[src/rtl/muldiv_pkg.sv]
// Shared types and sign helpers for the iterative multiply/divide unit.
//   muldiv_op_t : operation encoding carried on op_e
//   state_t     : sequencer states
//   neg_w/abs_w : two's-complement negate / conditional negate on a wide
//                 vector; callers zero-extend and truncate to their width,
//                 which is exact because the low bits of a negation depend
//                 only on the low bits of its operand.
package muldiv_pkg;

  localparam int unsigned MD_MAX_W = 64;

  typedef enum logic [1:0] {
    MD_MULT  = 2'd0,
    MD_MULTU = 2'd1,
    MD_DIV   = 2'd2,
    MD_DIVU  = 2'd3
  } muldiv_op_t;

  typedef enum logic [1:0] {
    S_IDLE = 2'd0,
    S_CALC = 2'd1,
    S_FIX  = 2'd2
  } state_t;

  function automatic logic [MD_MAX_W-1:0] neg_w(input logic [MD_MAX_W-1:0] x);
    return ~x + MD_MAX_W'(1);
  endfunction

  function automatic logic [MD_MAX_W-1:0] abs_w(input logic [MD_MAX_W-1:0] x,
                                                input logic                is_neg);
    return is_neg ? neg_w(x) : x;
  endfunction

endpackage

[src/rtl/ex_muldiv_unit.sv]
// Iterative radix-2 multiply/divide unit for the Execute stage; owns HI/LO.
// Ports:
//   clk_i, reset_ni        clock, async active-low reset
//   start_e, op_e          launch MULT/MULTU/DIV/DIVU (ignored while busy)
//   rs_e, rt_e             operand A (dividend), operand B (divisor)
//   mthi_e, mtlo_e         write rs_e to HI/LO when idle and not starting
//   flush_i                abort an in-flight op, or suppress a start
//   busy_o                 registered, high while the sequencer is not idle
//   done_o                 registered, high for the single S_FIX cycle
//   hi_o, lo_o             architectural HI/LO
// WIDTH must be even, >= 4 and <= 32 (2*WIDTH must fit the helper width).
module ex_muldiv_unit
  import muldiv_pkg::*;
#(
  parameter int unsigned WIDTH = 32
) (
  input  logic             clk_i,
  input  logic             reset_ni,
  input  logic             start_e,
  input  logic [1:0]       op_e,
  input  logic [WIDTH-1:0] rs_e,
  input  logic [WIDTH-1:0] rt_e,
  input  logic             mthi_e,
  input  logic             mtlo_e,
  input  logic             flush_i,
  output logic             busy_o,
  output logic             done_o,
  output logic [WIDTH-1:0] hi_o,
  output logic [WIDTH-1:0] lo_o
);

  localparam int unsigned W2    = 2 * WIDTH;
  localparam int unsigned CNT_W = $clog2(WIDTH);

  state_t              r_state;
  state_t              w_state_n;
  logic [CNT_W-1:0]    r_cnt;
  logic [W2-1:0]       r_acc;     // mult: {partial, multiplier}; div: {rem, quot}
  logic [WIDTH-1:0]    r_b;       // |multiplicand| or |divisor|
  logic                r_is_div;
  logic                r_neg_q;   // negate product / quotient
  logic                r_neg_r;   // negate remainder (dividend sign)
  logic                r_div0;
  logic [WIDTH-1:0]    r_hi;
  logic [WIDTH-1:0]    r_lo;
  logic                r_busy;
  logic                r_done;

  muldiv_op_t          w_op;
  logic                w_signed;
  logic                w_sa;
  logic                w_sb;
  logic [WIDTH-1:0]    w_abs_a;
  logic [WIDTH-1:0]    w_abs_b;
  logic                w_launch;

  logic [WIDTH:0]      w_mul_sum;
  logic [WIDTH:0]      w_div_cand;
  logic                w_div_ge;
  logic [WIDTH-1:0]    w_div_diff;
  logic [W2-1:0]       w_acc_step;

  logic [W2-1:0]       w_prod_fix;
  logic [WIDTH-1:0]    w_quot_fix;
  logic [WIDTH-1:0]    w_rem_fix;
  logic [WIDTH-1:0]    w_hi_fix;
  logic [WIDTH-1:0]    w_lo_fix;

  // Operand conditioning at launch.
  always_comb begin
    w_op     = muldiv_op_t'(op_e);
    w_signed = (w_op == MD_MULT) || (w_op == MD_DIV);
    w_sa     = w_signed & rs_e[WIDTH-1];
    w_sb     = w_signed & rt_e[WIDTH-1];
    w_abs_a  = WIDTH'(abs_w(MD_MAX_W'(rs_e), w_sa));
    w_abs_b  = WIDTH'(abs_w(MD_MAX_W'(rt_e), w_sb));
    w_launch = start_e && !flush_i;
  end

  // One iteration: shift-add for multiply, restoring shift-subtract for divide.
  always_comb begin
    w_mul_sum  = {1'b0, r_acc[W2-1:WIDTH]} + (r_acc[0] ? {1'b0, r_b} : '0);
    w_div_cand = r_acc[W2-1:WIDTH-1];
    w_div_ge   = (w_div_cand >= {1'b0, r_b});
    w_div_diff = WIDTH'(w_div_cand - {1'b0, r_b});
    if (r_is_div) begin
      w_acc_step = {(w_div_ge ? w_div_diff : w_div_cand[WIDTH-1:0]),
                    r_acc[WIDTH-2:0], w_div_ge};
    end else begin
      w_acc_step = {w_mul_sum, r_acc[WIDTH-1:1]};
    end
  end

  // Sign correction applied during S_FIX. A zero divisor leaves rem=|A|, so
  // restoring the dividend sign yields rs_e unchanged; only LO needs forcing.
  always_comb begin
    w_prod_fix = W2'(abs_w(MD_MAX_W'(r_acc), r_neg_q));
    w_quot_fix = WIDTH'(abs_w(MD_MAX_W'(r_acc[WIDTH-1:0]), r_neg_q));
    w_rem_fix  = WIDTH'(abs_w(MD_MAX_W'(r_acc[W2-1:WIDTH]), r_neg_r));
    if (r_is_div) begin
      w_hi_fix = w_rem_fix;
      w_lo_fix = r_div0 ? '1 : w_quot_fix;
    end else begin
      w_hi_fix = w_prod_fix[W2-1:WIDTH];
      w_lo_fix = w_prod_fix[WIDTH-1:0];
    end
  end

  // Next-state logic.
  always_comb begin
    w_state_n = r_state;
    case (r_state)
      S_IDLE: if (w_launch) w_state_n = S_CALC;
      S_CALC: begin
        if (flush_i)              w_state_n = S_IDLE;
        else if (r_cnt == '0)     w_state_n = S_FIX;
      end
      S_FIX:                      w_state_n = S_IDLE;
      default:                    w_state_n = S_IDLE;
    endcase
  end

  // Sequencer, datapath and architectural HI/LO.
  always_ff @(posedge clk_i or negedge reset_ni) begin
    if (!reset_ni) begin
      r_state  <= S_IDLE;
      r_cnt    <= '0;
      r_acc    <= '0;
      r_b      <= '0;
      r_is_div <= 1'b0;
      r_neg_q  <= 1'b0;
      r_neg_r  <= 1'b0;
      r_div0   <= 1'b0;
      r_hi     <= '0;
      r_lo     <= '0;
      r_busy   <= 1'b0;
      r_done   <= 1'b0;
    end else begin
      r_state <= w_state_n;
      r_busy  <= (w_state_n != S_IDLE);
      r_done  <= (w_state_n == S_FIX);
      case (r_state)
        S_IDLE: begin
          if (start_e) begin
            // A start always drops a same-cycle MT write, even if flushed.
            if (!flush_i) begin
              r_acc    <= {{WIDTH{1'b0}}, w_abs_a};
              r_b      <= w_abs_b;
              r_is_div <= op_e[1];
              r_neg_q  <= w_sa ^ w_sb;
              r_neg_r  <= w_sa;
              r_div0   <= op_e[1] && (rt_e == '0);
              r_cnt    <= CNT_W'(WIDTH - 1);
            end
          end else begin
            if (mthi_e) r_hi <= rs_e;
            if (mtlo_e) r_lo <= rs_e;
          end
        end
        S_CALC: begin
          if (!flush_i) begin
            r_acc <= w_acc_step;
            r_cnt <= r_cnt - CNT_W'(1);
          end
        end
        S_FIX: begin
          if (!flush_i) begin
            r_hi <= w_hi_fix;
            r_lo <= w_lo_fix;
          end
        end
        default: ;
      endcase
    end
  end

  assign busy_o = r_busy;
  assign done_o = r_done;
  assign hi_o   = r_hi;
  assign lo_o   = r_lo;

endmodule

[config.mk]
export PLATFORM = sky130hd
export DESIGN_NAME = ex_muldiv_unit
export DESIGN_NICKNAME = d
export VERILOG_FILES = /design/src/rtl/muldiv_pkg.sv /design/src/rtl/ex_muldiv_unit.sv
export SDC_FILE = /design/constraint.sdc
export NUM_CORES = 1
export LEC_CHECK = 0
export ABC_AREA = 1
export BUFFER_PORTS_ARGS = -buffer_cell sky130_fd_sc_hd__buf_2
export CAP_MARGIN = 20
export CORE_ASPECT_RATIO = 0.7
export CORE_MARGIN = 5
export CORE_UTILIZATION = 52
export DETAILED_ROUTE_END_ITERATION = 6
export HOLD_SLACK_MARGIN = 0.05
export PLACE_DENSITY = 0.81
export REMOVE_ABC_BUFFERS = 1
export SLEW_MARGIN = 10
export SYNTH_ARGS = -nofsm -noshare
export SYNTH_HDL_FRONTEND = slang
export SYNTH_SLANG_ARGS = --single-unit
[constraint.sdc]
create_clock -name clk_i -period 3.7 [get_ports clk_i]
set_clock_uncertainty 0.2 [all_clocks]
set_input_delay 0.185 -clock clk_i [delete_from_list [all_inputs] [get_ports clk_i]]
set_output_delay 0.185 -clock clk_i [all_outputs]
set_load 0.03 [all_outputs]
==> results of run 1 <==
## cells in the mapped netlist (3+ instances only)
cell / count / area, um2
a21oi_1: 187 / 936
a21oi_2: 6 / 52.6
a22oi_1: 8 / 60.1
a31oi_1: 27 / 169
buf_1: 14 / 52.6
buf_2: 13 / 65.1
buf_6: 3 / 33.8
clkbuf_1: 58 / 218
dfrtp_1: 173 / 4330
ha_1: 69 / 863
inv_1: 439 / 1650
inv_2: 5 / 18.8
nand2_1: 831 / 3120
nand2_2: 20 / 125
nand3_1: 271 / 1360
nand3b_1: 11 / 82.6
nand4_1: 41 / 257
nor2_1: 418 / 1570
nor2_2: 7 / 43.8
nor2_4: 5 / 56.3
nor3_1: 26 / 130
nor4_1: 3 / 18.8
o211ai_1: 9 / 67.6
o211ai_2: 4 / 50.1
o21ai_0: 208 / 1040
o21ai_1: 23 / 115
o21bai_1: 8 / 60.1
or2_2: 7 / 43.8
xnor2_1: 9 / 78.8
xor2_1: 44 / 385
## sequential cells by signal, indices dropped and copies added, names as in the netlist
name / count
r_neg_q: 1
r_state: 2
busy_o: 1
lo_o: 32
done_o: 1
r_acc: 64
hi_o: 32
r_is_div: 1
r_cnt: 5
r_neg_r: 1
r_b: 32
r_div0: 1
## report_power, final
| group | leakage, uW | internal, uW | switching, uW | total, uW |
|---|---|---|---|---|
| clock | 0.000284 | 918 | 970 | 1890 |
| combinational | 0.00833 | 2450 | 5900 | 8350 |
| sequential | 0.00205 | 2340 | 566 | 2910 |
## per-stage QoR
stage	hold slack (ns)	power (uW)	setup TNS, ns	setup slack [ns]	util [%]
final	0.105	13100	0	0.364	60.4
after detailed placement	0.0926	10800	0	0.581	56.3
after global routing	0.128	13900	0	0.284	60.4
after floorplan	-0.311	7980	-11.36	-0.693	-
after global placement	0.0831	10700	0	0.565	56.3
after CTS	0.0600	12800	0	0.544	60.3
## worst paths after layout
check | startpoint | endpoint | cells after the start
worst max-delay path | r_acc[33] | hi_o[26] | 11
min in group asynchronous | reset_ni | r_b[3] | 2
worst min register to register | lo_o[8] | lo_o[8] | 2
max in group asynchronous | reset_ni | r_is_div | 3
worst max register to register | r_acc[33] | hi_o[26] | 11
worst min-delay path | rs_e[17] | r_acc[17] | 4
## cell families (layout without fill, tap and decap cells)
logic type               Yosys count  in the layout  share of synthesized area, %
AO/OA/AOI/OAI                    496            496                          15.5
adder cells (fa/ha/maj)           71             71                          5.18
buffers and inverters            538            748                          12.0
flip-flops                       173            173                          24.8
XOR/XNOR                          53             53                          2.66
AND/OR/NAND/NOR                 1654           1654                          39.8
## cells in the final DEF, fill, tap and decap left out, drive strengths merged, types with 2 or more instances in the layout
master / count
a21oi: 195
o22ai: 2
fa: 2
nand2: 854
a21boi: 2
a22oi: 8
and2: 2
ha: 69
a21o: 2
o21bai: 8
xor2: 44
inv: 451
clkinv: 9
o21ai: 233
a31oi: 27
nor4: 3
nand3: 272
dfrtp: 173
buf: 191
nand3b: 11
nand4: 41
nor3: 28
nor2: 431
xnor2: 9
clkbuf: 19
dlygate4sd3: 77
or2: 8
o211ai: 13
o41ai: 2
## layer usage
layer  up-vias  GRT usage (%)
met5         -              0
met2      1543           52.3
met3       142           13.5
met4         0           8.85
li1       9961              -
met1      9907           60.8
## critical path: stages (launching register included)
cell	delay, ns
dfrtp_1	0.40
buf_4	0.17
inv_1	0.18
ha_1	0.38
nand2_1	0.23
inv_1	0.13
nand2_1	0.09
a21oi_1	0.66
o211ai_1	0.31
nand3_1	0.17
nand3_1	0.16
a21oi_1	0.18
## final cells by class
| cell class | count | share of cell area, % |
|---|---|---|
| tap | 435 | 2.71 |
| timing repair buffer | 269 | 9.52 |
| inverter | 447 | 8.36 |
| multi-input combinational | 2274 | 54.9 |
| sequential | 173 | 21.6 |
| clock inverter | 14 | 0.729 |
| clock buffer | 18 | 2.19 |
## what timing repair did
action / in CTS / in global routing
setup buffers: 0 / 0
endpoints found under the hold margin: 196 / 0
hold buffers: 77 / 0
==> impl_results.md, run 1 <==
- Post-Syn Area per Cell: 5.84 um2
- Routed wl met3: 11600 um
- Post-DP Area: 18700 um2
- Share of layout cells above drive strength 1: 9.30%
- Fin area: 20100 um2
- Vias in the first global route: 19.0k
- Initial antenna violation count: 0
- FF/Latch Area: 4330 um2
- Post-synthesis cell area: 17400 um2
- Worst-margin pin slew: 1.10 ns
- Die width: 229 um
- Via density: 5.94
- Critical Path AT: 3.52 ns
- Crit end category: register
- Placer congestion estimate: 1.10
- Worst-skew pair later-pin latency: 0.46 ns
- Buffers on Ports: 137
- Rel. slew slack: 26.5%
- Critical path peak fanout: 6
- First-pass detailed-route iteration total: 7
- Die area: 37300 um2
- Synth warn: 0
- First-pass GRT wire length: 114000 um
- Total CTS buffers: 17
- Hold Violations, Final: 0
- Synth Flop Type: dfrtp_1
- Core area: 33300 um2
- Max-cap violations: 0
- Worst R2R Setup Slack: 0.36 ns
- Asr flop ratio synth: 100%
- Post-Place Cells: 3520
- Synth cell types: 59
- Minimum clock period: 3.34 ns
- EDFF count, synth: 0
- Starting Density: 52.4%
- TritonCTS clock tree: done
- Peak Freq: 300 MHz
- Startpoint Class: register
- P&R area growth vs syn: 15.3%
- Final wirelength: 76100 um
- Root Driver: clkbuf_16
- Register clock-pin slew on the reported worst setup and hold paths: 0.08 ns
- M1 WL: 34200 um
- I/O pin total: 138
- Setup violators final: 0
- Leakage power: 0.0107 uW
- Hold WC Path Type: primary input to register
- Row count: 56
- Slew Viols, Final: 0
- Pwr dens: 654 nW/um2
- Number of synthesized register bits: 173
- Final Cycle Share: 90.2%
- Nets@finish: 3325
- Mapped Cells: 2985
- Multi-input gate area: 11000 um2
- Die Y: 163 um
- Sequential element share of the synthesized area: 24.8%
- Filler cell count in the final layout: 3328
- Layout Cells excl Fill: 3630
- # DRC: 0
- Critical path required time: 3.89 ns
- Worst-case clock buffer depth: 2
- Htree depth: 4
- Antenna fix cells: 0
- Vias: 21.6k
- Routed wl met2: 28400 um
- Global route overflow: 0
- Initial drt markers: 3370
- Status: complete, no violations
- CTS resizes: 0
- Drt wl/cell: 21.0 um
- Max IR drop VDD: 313 uV
- RSZ-0062 raised after global routing: false
- Largest net degree at the start of global routing: 85
- DRT antenna net count: 0
- Gr usage total: 39.4%
- DR top layer: met4
- Clock sinks: 173
- Worst setup path category: register to register
- DP HPWL: 60200 um
(Power assumes the default switching activity.)
==> run 2: changes to the inputs <==
Settings changed: CORE_UTILIZATION 52 to 25, PLACE_DENSITY 0.81 to 0.5.
==> run 2 against run 1 <==
- core utilization shrank 31 points
- cell area grew 2.7%
- total power fell by 1.5%
- combinational power shrank 2.4%
==> impl_results.md, run 2 (synthesized netlist as in run 1, its figures left out) <==
- Largest Register: r_acc
- Vias in the first global route: 18.3k (-3.4%)
- Internal: 5650 uW (-1.0%)
- Largest net degree at the start of global routing: 74 (-13%)
- Critical Path AT: 3.71 ns (+0.19 ns)
- Htree depth: 4 (unchanged)
- Vias: 20.1k (-6.7%)
- # DRC: 0 (unchanged)
- GRT busiest layer: met1
- Root Driver: clkbuf_16
- Max-cap violations: 0 (unchanged)
- Initial antenna violation count: 0 (unchanged)
- Met2 global-route usage: 28.5% (-24 points)
- Gate power share: 63.0% (-0.5 points)
- Die Y: 231 um (+42%)
- Hold WC Path Type: primary input to asynchronous set/reset pin
- Die area: 75200 um2 (+100%)
- Final Cycle Share: 97.2% (+7.1 points)
- TritonCTS clock tree: done
- M3 GR Usage: 4.65% (-8.8 points)
- Initial drt markers: 2551 (-24%)
- Drt wl/cell: 19.2 um (-8.6%)
- Placer congestion estimate: 1.00 (-8.6%)
- Worst-skew pair later-pin latency: 0.48 ns (+0.02 ns)
- Rel. slew slack: 37.7% (+11 points)
- First-pass detailed-route iteration total: 6 (-1)
- Buffers on Ports: 137 (unchanged)
- Switching pwr: 7290 uW (-1.9%)
- Most common cell after layout, fill and taps aside: nand2_1
- Via density: 4.90 (-17%)
- Worst-margin pin slew: 0.934 ns (-0.162 ns)
- Startpoint Class: register
- DP HPWL: 63600 um (+5.6%)
- Worst R2R Setup Slack: 0.10 ns (-0.26 ns)
- Gr usage total: 20.4% (-19 points)
- Switching share of total power: 56.3% (-0.23 points)
- Critical path peak fanout: 12 (+6)
- Row count: 81 (+45%)
- Total Power: 12900 uW (-1.5%)
- Most frequent cells in the layout: nand2_1, inv_1, nor2_1
- Leakage power: 0.0106 uW (-0.30%)
- Max reg flops: 64 (unchanged)
- M1 GR Usage: 31.9% (-29 points)
- Peak Freq: 278 MHz (-7.3%)
- Critical path required time: 3.81 ns (-0.08 ns)
- Setup violators final: 0 (unchanged)
- Max IR drop VDD: 407 uV (+30%)
- Hold Violations, Final: 0 (unchanged)
- Sequential power share: 22.6% (+0.5 points)
- Register clock-pin slew on the reported worst setup and hold paths: 0.08 ns (about the same)
- Clock power frac: 14.4% (about the same)
- Pwr dens: 627 nW/um2 (-4.2%)
- WHS: 0.114 ns (+0.00973 ns)
- Final wirelength: 78600 um (+3.3%)
- Minimum clock period: 3.60 ns (+0.262 ns)
- Worst-case clock buffer depth: 2 (unchanged)
- Total CTS buffers: 17 (unchanged)
- P&R area growth vs syn: 18.4%
- Worst setup path category: register to register
- I/O pin total: 138 (unchanged)
- CTS resizes: 0 (unchanged)
- Status: complete, no violations
- Clock sinks: 173 (unchanged)
- Nets@finish: 3318 (-0.21%)
- DRT antenna net count: 0 (unchanged)
- Share of layout cells above drive strength 1: 9.25% (-0.042 points)
- Global route overflow: 0 (unchanged)
- Die width: 326 um (+42%)
- Crit end category: register
- Filler cell count in the final layout: 7950 (+140%)
- First-pass GRT wire length: 118000 um (+3.1%)
- Antenna fix cells: 0 (unchanged)
- RSZ-0062 raised after global routing: false
- Core area: 69500 um2 (+110%)
- TNS Setup: 0 ns (unchanged)
- Slew Viols, Final: 0 (unchanged)
- Starting Density: 25.1% (-27 points)
run 2: cell types whose count changed in the layout (fill, tap and decap cells not counted), sizes merged:
cell	change
clkinv	-4
clkinvlp	+1
buf	-4
dlygate4sd3	-3
inv	+3
run 2: critical path: stages, from the launching register on:
cell,delay [ns]
dfrtp_1,0.49
ha_1,0.50
nand2_1,0.29
nor3_1,0.64
nand3_1,0.18
nand2_2,0.11
nor2_4,0.08
a21oi_4,0.43
nand2_1,0.25
nand3_1,0.13
o21ai_1,0.12
run 2: cell type report:
class	count	area, um2	share of cell area, %
Clock inverter	14	124	0.600
Sequential cell	173	4330	21.0
Multi-Input combinational cell	2274	11000	53.5
Clock buffer	18	439	2.13
Tap cell	913	1140	5.53
Inverter	447	1680	8.14
Timing Repair Buffer	262	1880	9.11
run 2: power groups by stage:
stage | sequential [uW] | clock (uW) | combinational [uW]
floorplan | 3130 | 0 | 4860
global placement | 2960 | 0 | 7930
detailed placement | 2960 | 0 | 7860
CTS | 2930 | 1910 | 7960
global route | 2980 | 1990 | 8970
finish | 2920 | 1870 | 8150
run 2: stage by stage:
step	util [%]	setup slack, ns	cell area, um2	cells
6_report	29.7	0.103	20600	4101
5_1_grt	29.7	0.0677	20600	4101
4_1_cts	29.7	0.384	20600	4101
3_5_place_dp	27.8	0.417	19300	3995
3_3_place_gp	27.8	0.270	19300	3995
2_1_floorplan	-	-0.693	17000	2894
run 2: path summary, 6_finish.rpt:
path / startpoint / to / depth (start not counted)
min reg2reg: lo_o[3] / lo_o[3] / 2
min: reset_ni / r_b[6] / 2
max: r_acc[59] / r_acc[32] / 10
max reg2reg: r_acc[59] / r_acc[32] / 10
max in group asynchronous: reset_ni / lo_o[9] / 3
min in group clk_i: flush_i / r_b[26] / 5
run 2: per-layer routing:
layer  share of wire, %  vias to the layer above
li1                   -                     9925
met1                 51                     9321
met2                 39                      801
met3                8.9                       65
met4                1.5                        0
met5                  0                        -
run 2: repair_timing:
| item | 4_1_cts | 5_1_grt |
|---|---|---|
| endpoints found under the hold margin | 188 | 0 |
| hold buffers | 74 | 0 |
| buffers inserted | 0 | 0 |
